===== config.mk =====
export PLATFORM = sky130hd
export DESIGN_NAME = regfile_bus_master
export DESIGN_NICKNAME = d
export VERILOG_FILES = /design/src/rtl/regfile_alu_shared_pkg.sv /design/src/rtl/regfile_pkg.sv /design/src/rtl/regfile_bus_capture.sv /design/src/rtl/regfile_bus_master.sv
export SDC_FILE = /design/constraint.sdc
export NUM_CORES = 1
export LEC_CHECK = 0
export CAP_MARGIN = 20
export CORE_ASPECT_RATIO = 1.2
export CORE_MARGIN = 2
export CORE_UTILIZATION = 25
export DETAILED_ROUTE_END_ITERATION = 10
export PLACE_DENSITY = 0.43
export RECOVER_POWER = 50
export SYNTH_ARGS = -nofsm -noshare
export SYNTH_HDL_FRONTEND = slang
export SYNTH_HIERARCHICAL = 1
export SYNTH_SLANG_ARGS = --single-unit

===== constraint.sdc =====
create_clock -name i_Clk -period 6.8 [get_ports i_Clk]
set_input_delay 1.36 -clock i_Clk [delete_from_list [all_inputs] [get_ports i_Clk]]
set_output_delay 1.36 -clock i_Clk [all_outputs]
set_load 0.005 [all_outputs]

===== src/rtl/regfile_alu_shared_pkg.sv =====
// Types shared between the register file and the ALU side of the datapath.
package regfile_alu_shared_pkg;

  typedef enum logic [1:0] {
    WR_NONE   = 2'b00,
    WR_LATCHC = 2'b01,
    WR_ALU_WE = 2'b10,
    WR_RSVD   = 2'b11
  } wr_mode_t;

endpackage


===== src/rtl/regfile_pkg.sv =====
// Register-file command bus types: commands, selects, bus-master FSM states and capture tags.
package regfile_pkg;

  localparam int INDEX_WIDTH    = 3;
  localparam int SEL_PACK_WIDTH = 3 * INDEX_WIDTH;

  typedef logic [INDEX_WIDTH-1:0] reg_addr_t;
  localparam reg_addr_t R_ZERO = '0;

  typedef enum logic [3:0] {
    COM_NOP      = 4'h0,
    COM_LATCHSEL = 4'h1,
    COM_READA    = 4'h2,
    COM_READB    = 4'h3,
    COM_READF    = 4'h4,
    COM_LATCHC   = 4'h5,
    COM_ALU_WE   = 4'h6,
    COM_SP_WE    = 4'h7
  } command_t;

  // Encodings are ordered: the sequencer relies on issue order == numeric order.
  typedef logic [2:0] bus_state_t;
  localparam bus_state_t ST_IDLE     = 3'd0;
  localparam bus_state_t ST_LATCHSEL = 3'd1;
  localparam bus_state_t ST_READA    = 3'd2;
  localparam bus_state_t ST_READB    = 3'd3;
  localparam bus_state_t ST_READF    = 3'd4;
  localparam bus_state_t ST_WRITE    = 3'd5;
  localparam bus_state_t ST_SPWE     = 3'd6;
  localparam bus_state_t ST_DRAIN    = 3'd7;

  typedef enum logic [1:0] {
    CAP_NONE = 2'd0,
    CAP_A    = 2'd1,
    CAP_B    = 2'd2,
    CAP_F    = 2'd3
  } cap_tag_t;

endpackage


===== src/rtl/regfile_bus_capture.sv =====
// Read-data capture: a one-deep tag pipeline grabs i_Data the cycle after each READx.
module regfile_bus_capture #(
  parameter int WORD_WIDTH = 16
) (
  input  logic                  i_Clk,
  input  logic                  i_Reset,
  input  regfile_pkg::command_t i_Command,
  input  logic [WORD_WIDTH-1:0] i_Data,
  output logic [WORD_WIDTH-1:0] o_DataA,
  output logic [WORD_WIDTH-1:0] o_DataB,
  output logic [WORD_WIDTH-1:0] o_Flags
);
  import regfile_pkg::*;

  cap_tag_t tag_q;

  always_ff @(posedge i_Clk) begin
    if (i_Reset) begin
      tag_q   <= CAP_NONE;
      o_DataA <= '0;
      o_DataB <= '0;
      o_Flags <= '0;
    end else begin
      case (tag_q)
        CAP_A:   o_DataA <= i_Data;
        CAP_B:   o_DataB <= i_Data;
        CAP_F:   o_Flags <= i_Data;
        default: ;
      endcase
      case (i_Command)
        COM_READA: tag_q <= CAP_A;
        COM_READB: tag_q <= CAP_B;
        COM_READF: tag_q <= CAP_F;
        default:   tag_q <= CAP_NONE;
      endcase
    end
  end

endmodule


===== src/rtl/regfile_bus_master.sv =====
// Register-file bus initiator: turns one request into an ordered burst of bus commands
// and returns captured read data in a single response pulse.
module regfile_bus_master #(
  parameter int WORD_WIDTH  = 16,
  parameter int INDEX_WIDTH = regfile_pkg::INDEX_WIDTH
) (
  input  logic                   i_Clk,
  input  logic                   i_Reset,
  input  logic                   i_ReqValid,
  output logic                   o_ReqReady,
  input  logic [INDEX_WIDTH-1:0] i_SelA,
  input  logic [INDEX_WIDTH-1:0] i_SelB,
  input  logic [INDEX_WIDTH-1:0] i_SelC,
  input  logic                   i_RdA,
  input  logic                   i_RdB,
  input  logic                   i_RdF,
  input  logic [1:0]             i_WrMode,
  input  logic [WORD_WIDTH-1:0]  i_WrData,
  input  logic                   i_SpWe,
  input  logic [WORD_WIDTH-1:0]  i_SpData,
  output regfile_pkg::command_t  o_Command,
  output logic [WORD_WIDTH-1:0]  o_Data,
  input  logic [WORD_WIDTH-1:0]  i_Data,
  output logic                   o_RspValid,
  output logic [WORD_WIDTH-1:0]  o_DataA,
  output logic [WORD_WIDTH-1:0]  o_DataB,
  output logic [WORD_WIDTH-1:0]  o_Flags
);
  import regfile_pkg::*;
  import regfile_alu_shared_pkg::*;

  localparam int SEL_W = 3 * INDEX_WIDTH;

  typedef struct packed {
    logic [SEL_W-1:0]      sel;
    logic                  rd_a;
    logic                  rd_b;
    logic                  rd_f;
    wr_mode_t              wr_mode;
    logic [WORD_WIDTH-1:0] wr_data;
    logic                  sp_we;
    logic [WORD_WIDTH-1:0] sp_data;
    logic                  need_sel;
  } req_t;

  bus_state_t            state, state_nxt;
  req_t                  req_q, req_in, cur;
  logic [SEL_W-1:0]      shadow;
  logic                  shadow_vld;
  logic                  accept;
  command_t              cmd_nxt;
  logic [WORD_WIDTH-1:0] data_nxt;

  assign o_ReqReady = (state == ST_IDLE);
  assign accept     = i_ReqValid && o_ReqReady;

  always_comb begin
    req_in          = '0;
    req_in.sel      = {i_SelC, i_SelB, i_SelA};
    req_in.rd_a     = i_RdA;
    req_in.rd_b     = i_RdB;
    req_in.rd_f     = i_RdF;
    req_in.wr_mode  = wr_mode_t'(i_WrMode);
    req_in.wr_data  = i_WrData;
    req_in.sp_we    = i_SpWe;
    req_in.sp_data  = i_SpData;
    req_in.need_sel = !shadow_vld || (req_in.sel != shadow);
  end

  // Outputs for the next state are built at the transition edge, so in IDLE
  // the live request fields feed the first issued command directly.
  assign cur = (state == ST_IDLE) ? req_in : req_q;

  function automatic bus_state_t next_issue(input bus_state_t from, input req_t r);
    if (from <  ST_LATCHSEL && r.need_sel) return ST_LATCHSEL;
    if (from <  ST_READA    && r.rd_a)     return ST_READA;
    if (from <  ST_READB    && r.rd_b)     return ST_READB;
    if (from <  ST_READF    && r.rd_f)     return ST_READF;
    if (from <  ST_WRITE    && (r.wr_mode == WR_LATCHC || r.wr_mode == WR_ALU_WE))
      return ST_WRITE;
    if (from <  ST_SPWE     && r.sp_we)    return ST_SPWE;
    return ST_DRAIN;
  endfunction

  always_comb begin
    state_nxt = state;
    case (state)
      ST_IDLE:  if (accept) state_nxt = next_issue(ST_IDLE, req_in);
      ST_DRAIN: state_nxt = ST_IDLE;
      default:  state_nxt = next_issue(state, req_q);
    endcase
  end

  always_comb begin
    cmd_nxt  = COM_NOP;
    data_nxt = '0;
    case (state_nxt)
      ST_LATCHSEL: begin
        cmd_nxt  = COM_LATCHSEL;
        data_nxt = WORD_WIDTH'(cur.sel);
      end
      ST_READA: cmd_nxt = COM_READA;
      ST_READB: cmd_nxt = COM_READB;
      ST_READF: cmd_nxt = COM_READF;
      ST_WRITE: begin
        if (cur.wr_mode == WR_LATCHC) begin
          cmd_nxt  = COM_LATCHC;
          data_nxt = cur.wr_data;
        end else begin
          cmd_nxt  = COM_ALU_WE;
        end
      end
      ST_SPWE: begin
        cmd_nxt  = COM_SP_WE;
        data_nxt = cur.sp_data;
      end
      default: ;
    endcase
  end

  always_ff @(posedge i_Clk) begin
    if (i_Reset) begin
      state      <= ST_IDLE;
      req_q      <= '0;
      shadow     <= '0;
      shadow_vld <= 1'b0;
      o_Command  <= COM_NOP;
      o_Data     <= '0;
      o_RspValid <= 1'b0;
    end else begin
      state      <= state_nxt;
      o_Command  <= cmd_nxt;
      o_Data     <= data_nxt;
      o_RspValid <= (state == ST_DRAIN);
      if (accept) req_q <= req_in;
      if (state_nxt == ST_LATCHSEL) begin
        shadow     <= cur.sel;
        shadow_vld <= 1'b1;
      end
    end
  end

  regfile_bus_capture #(.WORD_WIDTH(WORD_WIDTH)) u_capture (
    .i_Clk     (i_Clk),
    .i_Reset   (i_Reset),
    .i_Command (o_Command),
    .i_Data    (i_Data),
    .o_DataA   (o_DataA),
    .o_DataB   (o_DataB),
    .o_Flags   (o_Flags)
  );

endmodule


==> summary.txt <==
Clock network
  • # resized after CTS: 0
  • CTS sink cnt: 130
  • Post-CTS Hold Fix Bufs: 0
  • Clock tree from TritonCTS: built
  • H-tree depth: 4
  • Num CTS Buffers: 17
  • Root buffer cell: clkbuf_16
  • Worst-path clk slew: 60 ps
  • Clock Path Buffers: 2
  • Setup bufs post-CTS: 0
  • Worst-Skew Late Latency: between 400 and 500 ps

Pwr
  • Total Power: around 2.8 mW
  • VDD IR max: roughly 220 uV
  • Power per cell area: about 380 mW/mm^2
  • Leakage power figure: about 2.6 nW

Setup path
  • Worst EP arrival: roughly 5300 ps
  • CP startpoint kind: register
  • Worst Path Max Fanout: 48
  • Critical Path RT: about 7200 ps
  • Crit path cell chain: or3_2 > buf_4 > clkinvlp_2 > nand2_1 > buf_4 > a21oi_1 > or4b_1 > a21oi_4 > o21a_1
  • Slowest stage cell, crit path: clkinvlp_2
  • Crit path largest cell delay: 1060 ps
  • Setup Crit Path Kind: register to register
  • Most numerous cell on the critical path: buf_4
  • Worst setup EP type: register

STA
  • Post-Route Setup TNS: 0 ps
  • Fmax: between 0.2 and 0.25 GHz
  • RSZ-0062 raised after global routing: no
  • Slew margin rel.: 27.3%
  • Fin crit share: 73.1%
  • Worst Max-Slew Pin Slew: approximately 1100 ps
  • Tmin final: 4970 ps
  • Final Hold Viols: 0
  • WHS: 452 ps
  • Worst Skew: between 8 and 9 ps
  • Setup violators final: 0
  • Pins Over Slew Limit: 0

Floorplan
  • Die width: 139 um
  • IO Pins: between 100 and 150
  • Initial Util: around 25%
  • Die height: 165 um
  • DIE AREA: about 0.023 mm^2
  • Core Rows: 59
  • Core region area: between 0.02 and 0.025 mm^2

Global routing
  • First-pass GRT wire length: ~26000 um
  • Vias in the first global route: 4908
  • Initial antenna violation count: 0
  • Total global routing overflow: 0
  • Total track usage: between 10% and 20%
  • Largest net degree at the start of global routing: 96

Cells and area
  • Final nets: about 860
  • Layout cells sized above 1: under 10%
  • Final Non-Filler Cells: around 1100
  • Ant. Diodes: 0
  • Layout Area Growth over Synthesis: 38.4%
  • Final core utilization: 35.0%

Drt
  • Via density: about 4.6
  • WL/cell: around 16 um
  • Initial DRT Pass Iterations: 6
  • Drt initial violations: 361
  • Via count: 5018
  • Routed Antenna Nets: 0
  • WL final: between 15000 and 20000 um
  • DRC viols: 0

Min path
  • Hold/Removal Path Class: register to register

Synth
  • Fraction of registers with async set/reset: 0%
  • Number of synthesized flops with an enable pin: 0
  • Post-synthesis cell count: 685
  • Synth cell types: 46
  • Warnings from Yosys: 6
  • Mean Syn Cell Area: between 7 and 8 um^2
  • Sequential cell area fraction in the yosys report: 47.9%
  • #FFs+latches synth: 130
  • Synthesized cell area: 0.00543 mm^2
  • Commonest register cell after synthesis: dfxtp_1

Placed design
  • Port Buffers: between 100 and 150
  • Final RePlAce weighted congestion: between 0.7 and 0.8
  • Placed insts: between 1000 and 1500
  • Hpwl dp: 11400 um

Flow run
  • Max_cap viols: 0

Status
  • Status: finished, final reports clean
[worst max-delay path: cells and delay by family (launching register included)]
kind	cells	cell delay [ps]
compound gates	3	950
buf+inv	3	2070
flops	1	490
simple gates	3	1380
[final cells by class]
type	count	area, um^2
clock buffers	18	429
clock inverters	14	181
fillers	2193	14000
inverters	4	16.3
multi-input cells	501	2550
flip-flops and latches	130	2600
well taps	274	343
repair buffers	142	1400
[kinds of logic after synthesis]
kind of cell           Yosys count  synth area share [%]
XOR/XNOR                        12                  1.93
flip-flops                     130                  47.9
AO/OA/AOI/OAI                  180                  20.1
AND/OR/NAND/NOR                288                  21.3
buffers and inverters           56                  5.39
other                            1                0.0690
multiplexers                    18                  3.32
[state kept, by name (all words and copies together), names as in the netlist, 3 cells and up]
register / flops
u_capture/o_DataB: 16
u_capture/o_Flags: 16
shadow: 9
state: 3
o_Command: 3
o_Data: 16
req_q: 47
u_capture/o_DataA: 16
[placed cells by master, fill, tap and decap left out, types with 2 or more instances in the layout]
| master | netlist | routed |
|---|---|---|
| conb_1 | 1 | 3 |
| o211ai_1 | 2 | 2 |
| dlygate4sd3_1 | 0 | 2 |
| nor2_1 | 22 | 22 |
| inv_1 | 3 | 3 |
| clkbuf_16 | 0 | 17 |
| clkbuf_1 | 31 | 2 |
| clkinv_4 | 0 | 4 |
| o22ai_1 | 10 | 10 |
| inv_6 | 1 | 3 |
| xnor2_1 | 4 | 4 |
| buf_4 | 8 | 7 |
| clkdlybuf4s50_1 | 0 | 131 |
| nor2b_1 | 6 | 6 |
| a2bb2oi_1 | 2 | 2 |
| nor4_1 | 2 | 2 |
| dfxtp_1 | 130 | 130 |
| a2111oi_0 | 16 | 16 |
| clkinvlp_4 | 0 | 4 |
| nand3b_1 | 2 | 2 |
| o21ai_0 | 4 | 4 |
| nand2_1 | 243 | 243 |
| xor2_1 | 8 | 8 |
| o21a_1 | 18 | 18 |
| bufinv_16 | 0 | 3 |
| a21oi_1 | 109 | 109 |
| nand2b_1 | 2 | 2 |
| mux2i_1 | 18 | 18 |
| a211oi_1 | 10 | 10 |
[routing by layer]
layer / GRT usage [%] / wire, um / vias to the layer above
met5: 0 / 0 / -
li1: - / - / 2525
met3: 3.81 / 953 / 11
met4: 4.31 / 145 / 0
met1: 18.4 / 7830 / 2319
met2: 25.1 / 7940 / 163
[Yosys cell counts, drive strengths merged, types with 2 or more instances]
library cell / instances / area share, %
xnor2: 4 / 0.64
o21a: 18 / 2.5
o211ai: 2 / 0.28
clkbuf: 31 / 2.1
mux2i: 18 / 3.3
nand3b: 2 / 0.28
dfxtp: 130 / 48
a211oi: 10 / 1.4
nor2b: 6 / 0.69
inv: 4 / 0.37
nor4: 2 / 0.23
buf: 21 / 2.9
nand2b: 2 / 0.23
and2: 2 / 0.28
a2111oi: 16 / 2.6
a21oi: 110 / 10
o22ai: 10 / 1.2
o21ai: 5 / 0.46
a2bb2oi: 2 / 0.32
nor2: 22 / 1.5
xor2: 8 / 1.3
nand2: 243 / 17
[through the flow]
| stage | area (um^2) | setup WS [ps] |
|---|---|---|
| after floorplan | 5440 | 3350 |
| after global placement | 6900 | 2100 |
| after detailed placement | 6910 | 2000 |
| after CTS | 7520 | 2440 |
| after global routing | 7520 | 1360 |
| final | 7520 | 1830 |
[path summary, 6_finish.rpt]
kind,from,end,slack (ps),cells after the start
max,state[2],o_Data[14],1830,9
min,u_capture/o_Flags[11],u_capture/o_Flags[11],450,2
max reg2reg,state[2],o_Data[14],1830,9
min reg2reg,u_capture/o_Flags[11],u_capture/o_Flags[11],450,2
[power breakdown]
part           internal [mW]  switching [mW]
sequential             0.871          0.0742
combinational          0.351           0.587
clock                  0.582           0.364
(Power assumes the default switching activity.)
